## src/rtl/argmax_pkg.sv

```systemverilog
// rtl/argmax_pkg.sv - shared FSM state encoding and default widths for the argmax stream block
package argmax_pkg;

   localparam int DEF_WIDTH = 64;
   localparam int DEF_IDX_W = 16;

   typedef enum logic [1:0] {
      FIRST = 2'd0,
      ACC   = 2'd1,
      DONE  = 2'd2
   } state_t;

endpackage

```

## src/rtl/gt_uint_nbit.sv

```systemverilog
// rtl/gt_uint_nbit.sv - unsigned strict greater-than comparator (gt = a > b)
module gt_uint_nbit #(
   parameter int WIDTH     = 64,
   parameter int IMPL_TYPE = 0
) (
   input  logic [WIDTH-1:0] a,
   input  logic [WIDTH-1:0] b,
   output logic             gt
);

   generate
      if (IMPL_TYPE == 1) begin : g_borrow
         // b - a borrows out exactly when a > b
         logic [WIDTH:0] diff;
         assign diff = {1'b0, b} - {1'b0, a};
         assign gt   = diff[WIDTH];
      end else begin : g_direct
         assign gt = (a > b);
      end
   endgenerate

endmodule

```

## src/rtl/argmax_uint64_stream.sv

```systemverilog
// rtl/argmax_uint64_stream.sv - per-frame maximum/index/count of an unsigned element stream
// Optional macro ARGMAX_TIE_LAST_EN: on equal values the latest index wins.
module argmax_uint64_stream
   import argmax_pkg::*;
#(
   parameter int WIDTH     = DEF_WIDTH,
   parameter int IDX_W     = DEF_IDX_W,
   parameter int IMPL_TYPE = 0
) (
   input  logic             clk,
   input  logic             rst,
   input  logic             in_valid,
   output logic             in_ready,
   input  logic [WIDTH-1:0] in_data,
   input  logic             in_last,
   output logic             out_valid,
   input  logic             out_ready,
   output logic [WIDTH-1:0] out_max,
   output logic [IDX_W-1:0] out_idx,
   output logic [IDX_W-1:0] out_cnt,
   output logic             out_ovf
);

   state_t           state;
   state_t           state_next;
   logic [WIDTH-1:0] max_r;
   logic [IDX_W-1:0] idx_r;
   logic [IDX_W-1:0] cnt_r;
   logic             ovf_r;
   logic [IDX_W-1:0] cnt_inc;
   logic             gt;
   logic             take;
   logic             in_fire;

   gt_uint_nbit #(
      .WIDTH     (WIDTH),
      .IMPL_TYPE (IMPL_TYPE)
   ) u_gt (
      .a  (in_data),
      .b  (max_r),
      .gt (gt)
   );

`ifdef ARGMAX_TIE_LAST_EN
   assign take = gt | (in_data == max_r);
`else
   assign take = gt;
`endif

   assign cnt_inc = cnt_r + IDX_W'(1);
   assign in_fire = in_valid & in_ready;

   always_ff @(posedge clk) begin
      if (rst) begin
         state <= FIRST;
      end else begin
         state <= state_next;
      end
   end

   always_comb begin
      state_next = state;
      in_ready   = 1'b0;
      out_valid  = 1'b0;
      case (state)
         FIRST, ACC: begin
            in_ready = 1'b1;
            if (in_valid) begin
               state_next = in_last ? DONE : ACC;
            end
         end
         DONE: begin
            out_valid = 1'b1;
            if (out_ready) begin
               state_next = FIRST;
            end
         end
         default: state_next = FIRST;
      endcase
   end

   // The element index equals the pre-increment count, so it wraps with cnt.
   always_ff @(posedge clk) begin
      if (rst) begin
         max_r <= '0;
         idx_r <= '0;
         cnt_r <= '0;
         ovf_r <= 1'b0;
      end else if (in_fire) begin
         if (state == FIRST) begin
            max_r <= in_data;
            idx_r <= '0;
            cnt_r <= IDX_W'(1);
            ovf_r <= 1'b0;
         end else begin
            if (take) begin
               max_r <= in_data;
               idx_r <= cnt_r;
            end
            cnt_r <= cnt_inc;
            if (cnt_inc == '0) begin
               ovf_r <= 1'b1;
            end
         end
      end
   end

   assign out_max = max_r;
   assign out_idx = idx_r;
   assign out_cnt = cnt_r;
   assign out_ovf = ovf_r;

endmodule

```

## config.mk

```make
export PLATFORM = sky130hd
export DESIGN_NAME = argmax_uint64_stream
export DESIGN_NICKNAME = d
export VERILOG_FILES = /design/src/rtl/argmax_pkg.sv /design/src/rtl/gt_uint_nbit.sv /design/src/rtl/argmax_uint64_stream.sv
export SDC_FILE = /design/constraint.sdc
export NUM_CORES = 1
export LEC_CHECK = 0
export BUFFER_PORTS_ARGS = -buffer_cell sky130_fd_sc_hd__buf_2
export CAP_MARGIN = 20
export CORE_ASPECT_RATIO = 1.5
export CORE_MARGIN = 4
export CORE_UTILIZATION = 49
export CTS_BUF_LIST = sky130_fd_sc_hd__clkbuf_8
export DETAILED_ROUTE_END_ITERATION = 8
export PLACE_DENSITY = 0.76
export SLEW_MARGIN = 30
export SYNTH_ARGS = -nofsm -noshare
export SYNTH_HDL_FRONTEND = slang
export SYNTH_SLANG_ARGS = --single-unit
export TNS_END_PERCENT = 1
```

## constraint.sdc

```tcl
create_clock -name clk -period 5.2 [get_ports clk]
set_clock_uncertainty 0.15 [all_clocks]
set_input_delay 0 -clock clk [delete_from_list [all_inputs] [get_ports clk]]
set_output_delay 0 -clock clk [all_outputs]
set_load 0.03 [all_outputs]
```

==> flow_summary.yaml, run 1 <==
cells_and_area:
  fin_nets: 1094
  area_growth_pct: 30.56
  fill_cells: 1041
  layout-drive-gt1-share: 0.2075
setup_path:
  critPathRequiredTime_ns: 5.37
  cpMaxStageDelayCell: "o2111ai_4"
  rrSetupSlack_ns: 1.47
  crit_start: "out_max[51]"
  reg2reg_from: "out_max[51]"
  crit_path_max_fanout: 43
  cp_num_buf_inv: 3
  crit_type: "reg2reg"
  timing.rr.end: "out_max[6]"
  worstPathArrival_ns: 3.90
  crit_family: "simple AND/OR/NAND/NOR gates"
  cp-end-kind: "flip-flop"
  r2r_cells: 11
  crit_path_start_kind: "flip-flop"
  slowest_delay_ns: 0.60
  cp_cell_sequence: "inv_1, ha_1, nand4_1, or4_1, nor3_2, nand2_1, o2111ai_4, buf_12, nand3_1, a21oi_1, dlygate4sd3_1"
power:
  worst_ir_drop_vdd_mv: 0.1438
  power_mw: 1.949
  power_density_nw_per_um2: 247.8
  leakagePower_nw: 3.556
routing:
  ant_nets: 0
  drc_errors: 0
  wl_per_cell_microns: 15.23
  drtPass1Iterations: 5
  vias_per_cell: 5.479
  wirelength_mm: 17.03
  via_count: 6125
  first_iter_violations: 291
global_routing:
  grt_max_degree: 129
  grt_overflow: 0
  grt_pass1_wl_mm: 27.98
  grt_antenna_before_repair: 0
  first_global_vias: 6022
  grt_use_total: 0.2379
synthesis:
  synth_edf_count: 0
  yosys-top-cells-count: "dfxtp_1, a21oi_1, nand3_1"
  syn_inst: 750
  yosys.area.top_type_share: 0.3289
  synth_ff_type: "dfxtp_1"
  syn_nets: 884
  post-synth-top-count-cell: "dfxtp_1"
  ys_seq_elements: 99
  synthArstFlopShare: 0
  synth_area_leaders: "dfxtp_1, ha_1, a21o_1, a21oi_1, nand3_1"
  yosys_warnings: 0
  yosys.area.top_type: "dfxtp_1"
  yosysUniqueCellTypes: 46
  syn_area_sq_um: 6026
  synth_area_per_cell_sq_um: 8.034
  ys_seq_area_frac: 0.3289
worst_hold_path:
  min_delay_path_depth: 5
  hp-class: "in2reg"
  min_from: "in_valid"
  holdPathEnd: "out_cnt[0]"
timing:
  tightest_slew_ns: 0.8964
  hold_viol_final: 0
  fin_crit_sh: 0.7170
  slew_headroom: 0.4024
  setup_viol: 0
  tns_ns: 0
  final_max_slew_viol_count: 0
  rsz0062_at_grt: "no"
  period_minus_slack_ns: 3.728
  fmax_mhz: 268.2
placed_design:
  io_buffers: 167
  finalWeightedCongestion: 0.8142
  dp_hpwl_mm: 11.50
die:
  core-area_sq_um: 12020
  initial_core_util: 0.5015
  die-area_sq_um: 14170
  dieHeight_microns: 143.8
  ios: 168
  die_x_microns: 98.55
  row_count: 49
clock_network:
  clock-sinks: 99
  clk_pin_slew_ns: 0.10
  cts_resized: 0
  clk_latency_ns: 0.38
  root_buffer: "clkbuf_8"
  cts_max_path_buffers: 2
  cts_tree: "done"
  cts_hold_buf: 79
  post_cts_buffers: 0
  cts_htree_levels: 3
  cts-buffers-inserted: 9
flow_run:
  max_cap_violations: 0
status:
  status: "completed"
[cell usage in the layout (no fill, tap or decap), types with 2 or more instances in the layout]
cell type and count:
dfxtp_1 99, o21a_1 4, clkbuf_8 10, a221o_1 4, nand4_1 13, nand2_1 71, a2111oi_0 3, xnor2_1 2
a211o_1 2, clkinv_4 2, dlygate4sd3_1 79, or4_1 2, or2_2 2, nor4_1 4, and4_1 3, nor2_1 28
buf_12 2, buf_2 167, mux2_2 2, and3_1 3, o21ai_0 7, nor3b_1 2, a21oi_1 94, nor3_1 8
o211ai_1 4, nand3_1 78, buf_4 4, inv_1 69, a21o_1 71, o31ai_1 2, ha_1 65, a22oi_1 13
a211oi_1 3, mux2i_1 21, or3_1 3, nor2b_1 2
[per-stage QoR]
step | hold WS, ns | util | setup slack [ns] | instances | area [sq um]
2_1_floorplan | -0.03709 | - | 2.465 | 750 | 6026
3_3_place_gp | 0.06909 | 0.5723 | 1.735 | 1022 | 6877
3_5_place_dp | 0.06973 | 0.5740 | 1.981 | 1023 | 6898
4_1_cts | 0.003469 | 0.6545 | 1.478 | 1117 | 7865
5_1_grt | 0.04804 | 0.6545 | 1.176 | 1117 | 7865
6_report | 0.02681 | 0.6547 | 1.472 | 1118 | 7868
[logic make-up (layout without fill, tap and decap cells)]
group | count (synthesis) | in the layout | share of synthesized area
AO/OA/AOI/OAI | 216 | 216 | 0.2330
XOR/XNOR | 2 | 2 | 0.002908
adder cells (fa/ha/maj) | 65 | 65 | 0.1350
buffers and inverters | 124 | 338 | 0.08887
flip-flops | 99 | 99 | 0.3289
multiplexers | 23 | 23 | 0.03862
other | 0 | 1 | 0
AND/OR/NAND/NOR | 221 | 221 | 0.1728
[per-layer routing]
metal  part of all wire  track usage
met4              0.024      0.09496
met1               0.39       0.2689
met2               0.53       0.4353
met5                  0            0
met3              0.058      0.04808
[registers in the layout, indices dropped and copies added (netlist names)]
register / flops
state: 2
out_ovf: 1
out_cnt: 16
out_idx: 16
out_max: 64
[layout make-up]
type                    count  area (sq um)  area share
multi-input cells         527          3533      0.4491
clock buffers              10         137.6     0.01749
inverters                  69         259.0     0.03292
repair buffers            254          1723      0.2190
diodes                      1         2.502   0.0003181
clock inverters             5         38.79    0.004930
well taps                 153         191.4     0.02433
flip-flops and latches     99          1982      0.2519
[power breakdown]
part           leakage [nW]  switching (mW)  internal (mW)
clock network        0.0887           0.275          0.187
registers             0.810          0.0322          0.808
logic                  2.66           0.393          0.253
total                  3.56           0.701           1.25
[worst register-to-register path: cells and delay by family, from the launching register on]
| kind | cells | cell delay (ns) |
|---|---|---|
| adders and majority gates | 1 | 0.31 |
| and+or+nand+nor | 5 | 1.14 |
| AOI/OAI and AO/OA | 2 | 0.77 |
| DFF | 1 | 0.36 |
| buffers and inverters | 3 | 0.93 |
[worst max-delay path by stage]
stage	end	slack, ns	cells after the start
3_5_place_dp	out_max[0]	1.98	10
6_report	out_max[6]	1.47	11
2_1_floorplan	out_idx[10]	2.47	11
5_1_grt	out_max[5]	1.18	11
4_1_cts	out_max[7]	1.48	11
3_3_place_gp	out_max[0]	1.74	10
No activity file was read; power rests on OpenSTA's default activity.
==> run 2: changes to the inputs <==
clock period = 3.8 ns   (was 5.2 ns; I/O delays follow)
==> run 2 against run 1 <==
Register-to-register slack got worse by 0.83 ns. Via count rose by 1.6%. Wire length up 3.4%. Combinational power grew 37%. Non-clock buffer count is 9 lower. Final area fell by 0.38%. First-iteration DRC count increased by 14%. Sequential share of layout area grew 0.097 points. Clock power increased by 69%. Worst hold slack better by 0.25 ns. Utilization fell by 0.25 points. Largest cell class unchanged. Largest power group unchanged.
==> flow_summary.yaml, run 2 (synthesized netlist as in run 1, its figures left out) <==
status:
  status: "completed"
global_routing:
  grtUsageMet3: 0.05245
  grt_use_total: 0.2432
  grt_antenna_before_repair: 0
  first_global_vias: 6055
  grt_overflow: 0
  met2_usage: 0.4439
  gr-max-usage-layer: "met2"
  met1_usage: 0.2685
  grt_pass1_wl_mm: 28.39
  grt_max_degree: 83
setup_path:
  cpMaxStageDelayCell: "buf_4"
  crit_path_start_kind: "flip-flop"
  rrSetupSlack_ns: 0.64
  slowest_delay_ns: 0.55
  crit_type: "reg2reg"
  critPathRequiredTime_ns: 3.95
  crit_path_max_fanout: 64
  crit_family: "simple AND/OR/NAND/NOR gates"
  cp-end-kind: "flip-flop"
  cp_num_buf_inv: 2
  worstPathArrival_ns: 3.31
  cp_cell_sequence: "inv_1, ha_1, nand4_1, or4_1, nor3_2, nand2_1, o2111ai_4, buf_4, nand3_1, a21oi_1"
routing:
  via_count: 6221
  wirelength_mm: 17.60
  ant_nets: 0
  first_iter_violations: 331
  drc_errors: 0
  drtPass1Iterations: 4
  vias_per_cell: 5.605
  wl_per_cell_microns: 15.85
placed_design:
  finalWeightedCongestion: 0.8645
  io_buffers: 167
  dp_hpwl_mm: 11.74
timing:
  slew_headroom: 0.5394
  final_max_slew_viol_count: 0
  tns_ns: 0
  tightest_slew_ns: 0.6883
  rsz0062_at_grt: "no"
  fin_crit_sh: 0.8319
  period_minus_slack_ns: 3.161
  fmax_mhz: 316.3
  hold_viol_final: 0
  setup_viol: 0
power:
  p_seq_frac: 0.407
  combPwrFrac: 0.315
  power_density_nw_per_um2: 358.8
  p_int_mw: 1.846
  leakagePower_nw: 3.530
  swShare: 0.3438
  power_mw: 2.812
  power.switching_mw: 0.9669
  p_clk_frac: 0.278
  worst_ir_drop_vdd_mv: 0.1813
die:
  die_x_microns: 98.55
  die-area_sq_um: 14170
  ios: 168
  dieHeight_microns: 143.8
  row_count: 49
  core-area_sq_um: 12020
  initial_core_util: 0.5015
cells_and_area:
  area_growth_pct: 30.07
  multi_input_area_sq_um: 3533
  register_area_sq_um: 1982
  final_cell_mix: "buf_2, dfxtp_1, a21oi_1, nand3_1"
  layout-drive-gt1-share: 0.2103
  layout_commonest_cell: "buf_2"
  fill_cells: 1034
  fin_nets: 1085
  largest_reg_flops: 64
clock_network:
  cts_tree: "done"
  clk_pin_slew_ns: 0.09
  root_buffer: "clkbuf_8"
  post_cts_buffers: 0
  clk_latency_ns: 0.38
  cts_htree_levels: 3
  cts-buffers-inserted: 9
  clock-sinks: 99
  cts_max_path_buffers: 2
worst_hold_path:
  hp-class: "in2reg"
flow_run:
  max_cap_violations: 0
run 2: cell count changes in the layout (fill, tap and decap cells not counted), sizes merged:
cell,change
clkinv,-2
dlygate4sd3,-10
bufinv,+2
buf,+1
clkbuf,+1
run 2: path summary, 6_finish.rpt:
kind                     from          end  cells past startpoint
setup / recovery  out_max[51]  out_max[32]                     10
hold reg to reg   out_idx[10]  out_idx[10]                      2
hold / removal        in_last     state[1]                      4
setup reg to reg  out_max[51]  out_max[32]                     10
run 2: final cells by class:
cell class | instances | area share
diodes | 1 | 0.0003193
clock buffers | 11 | 0.01932
clock inverters | 5 | 0.009738
inverters | 69 | 0.03305
multi-input cells | 527 | 0.4508
flip-flops and latches | 99 | 0.2529
well taps | 153 | 0.02443
repair buffers | 245 | 0.2095
run 2: stage by stage:
stage | utilization | hold WS (ns) | worst slack (ns) | area, sq um | cells
2_1_floorplan | - | -0.03709 | 1.065 | 6026 | 750
3_3_place_gp | 0.5729 | 0.07573 | 0.6933 | 6884 | 1023
3_5_place_dp | 0.5754 | 0.08249 | 0.6370 | 6914 | 1024
4_1_cts | 0.6510 | 0.09562 | 0.6259 | 7823 | 1108
5_1_grt | 0.6520 | 0.2812 | 0.4329 | 7835 | 1109
6_report | 0.6522 | 0.2749 | 0.6389 | 7838 | 1110
run 2: worst reg2reg max path, delay by kind of cell, from the launching register on:
kind / cells / cell delay (ns)
AOI/OAI and AO/OA: 2 / 0.42
adders and majority gates: 1 / 0.32
buffers and inverters: 2 / 0.62
DFF: 1 / 0.35
and+or+nand+nor: 5 / 1.25
run 2: layer usage:
layer / share of wire / wire, microns
met5: 0 / 0
met4: 0.034 / 601
met3: 0.065 / 1140
met2: 0.52 / 9074
met1: 0.39 / 6779
run 2: what timing repair did:
item                      in CTS  in global routing
resized for setup              0                  0
hold buffers                  68                  1
hold endpoints to repair      67                 19
run 2: power groups by stage:
stage | clock network, mW | registers (mW) | logic (mW)
4_1_cts | 0.802 | 1.15 | 0.871
5_1_grt | 0.845 | 1.15 | 0.973
6_report | 0.782 | 1.15 | 0.885
3_3_place_gp | 0 | 1.17 | 0.792
2_1_floorplan | 0 | 1.30 | 0.459
3_5_place_dp | 0 | 1.17 | 0.811
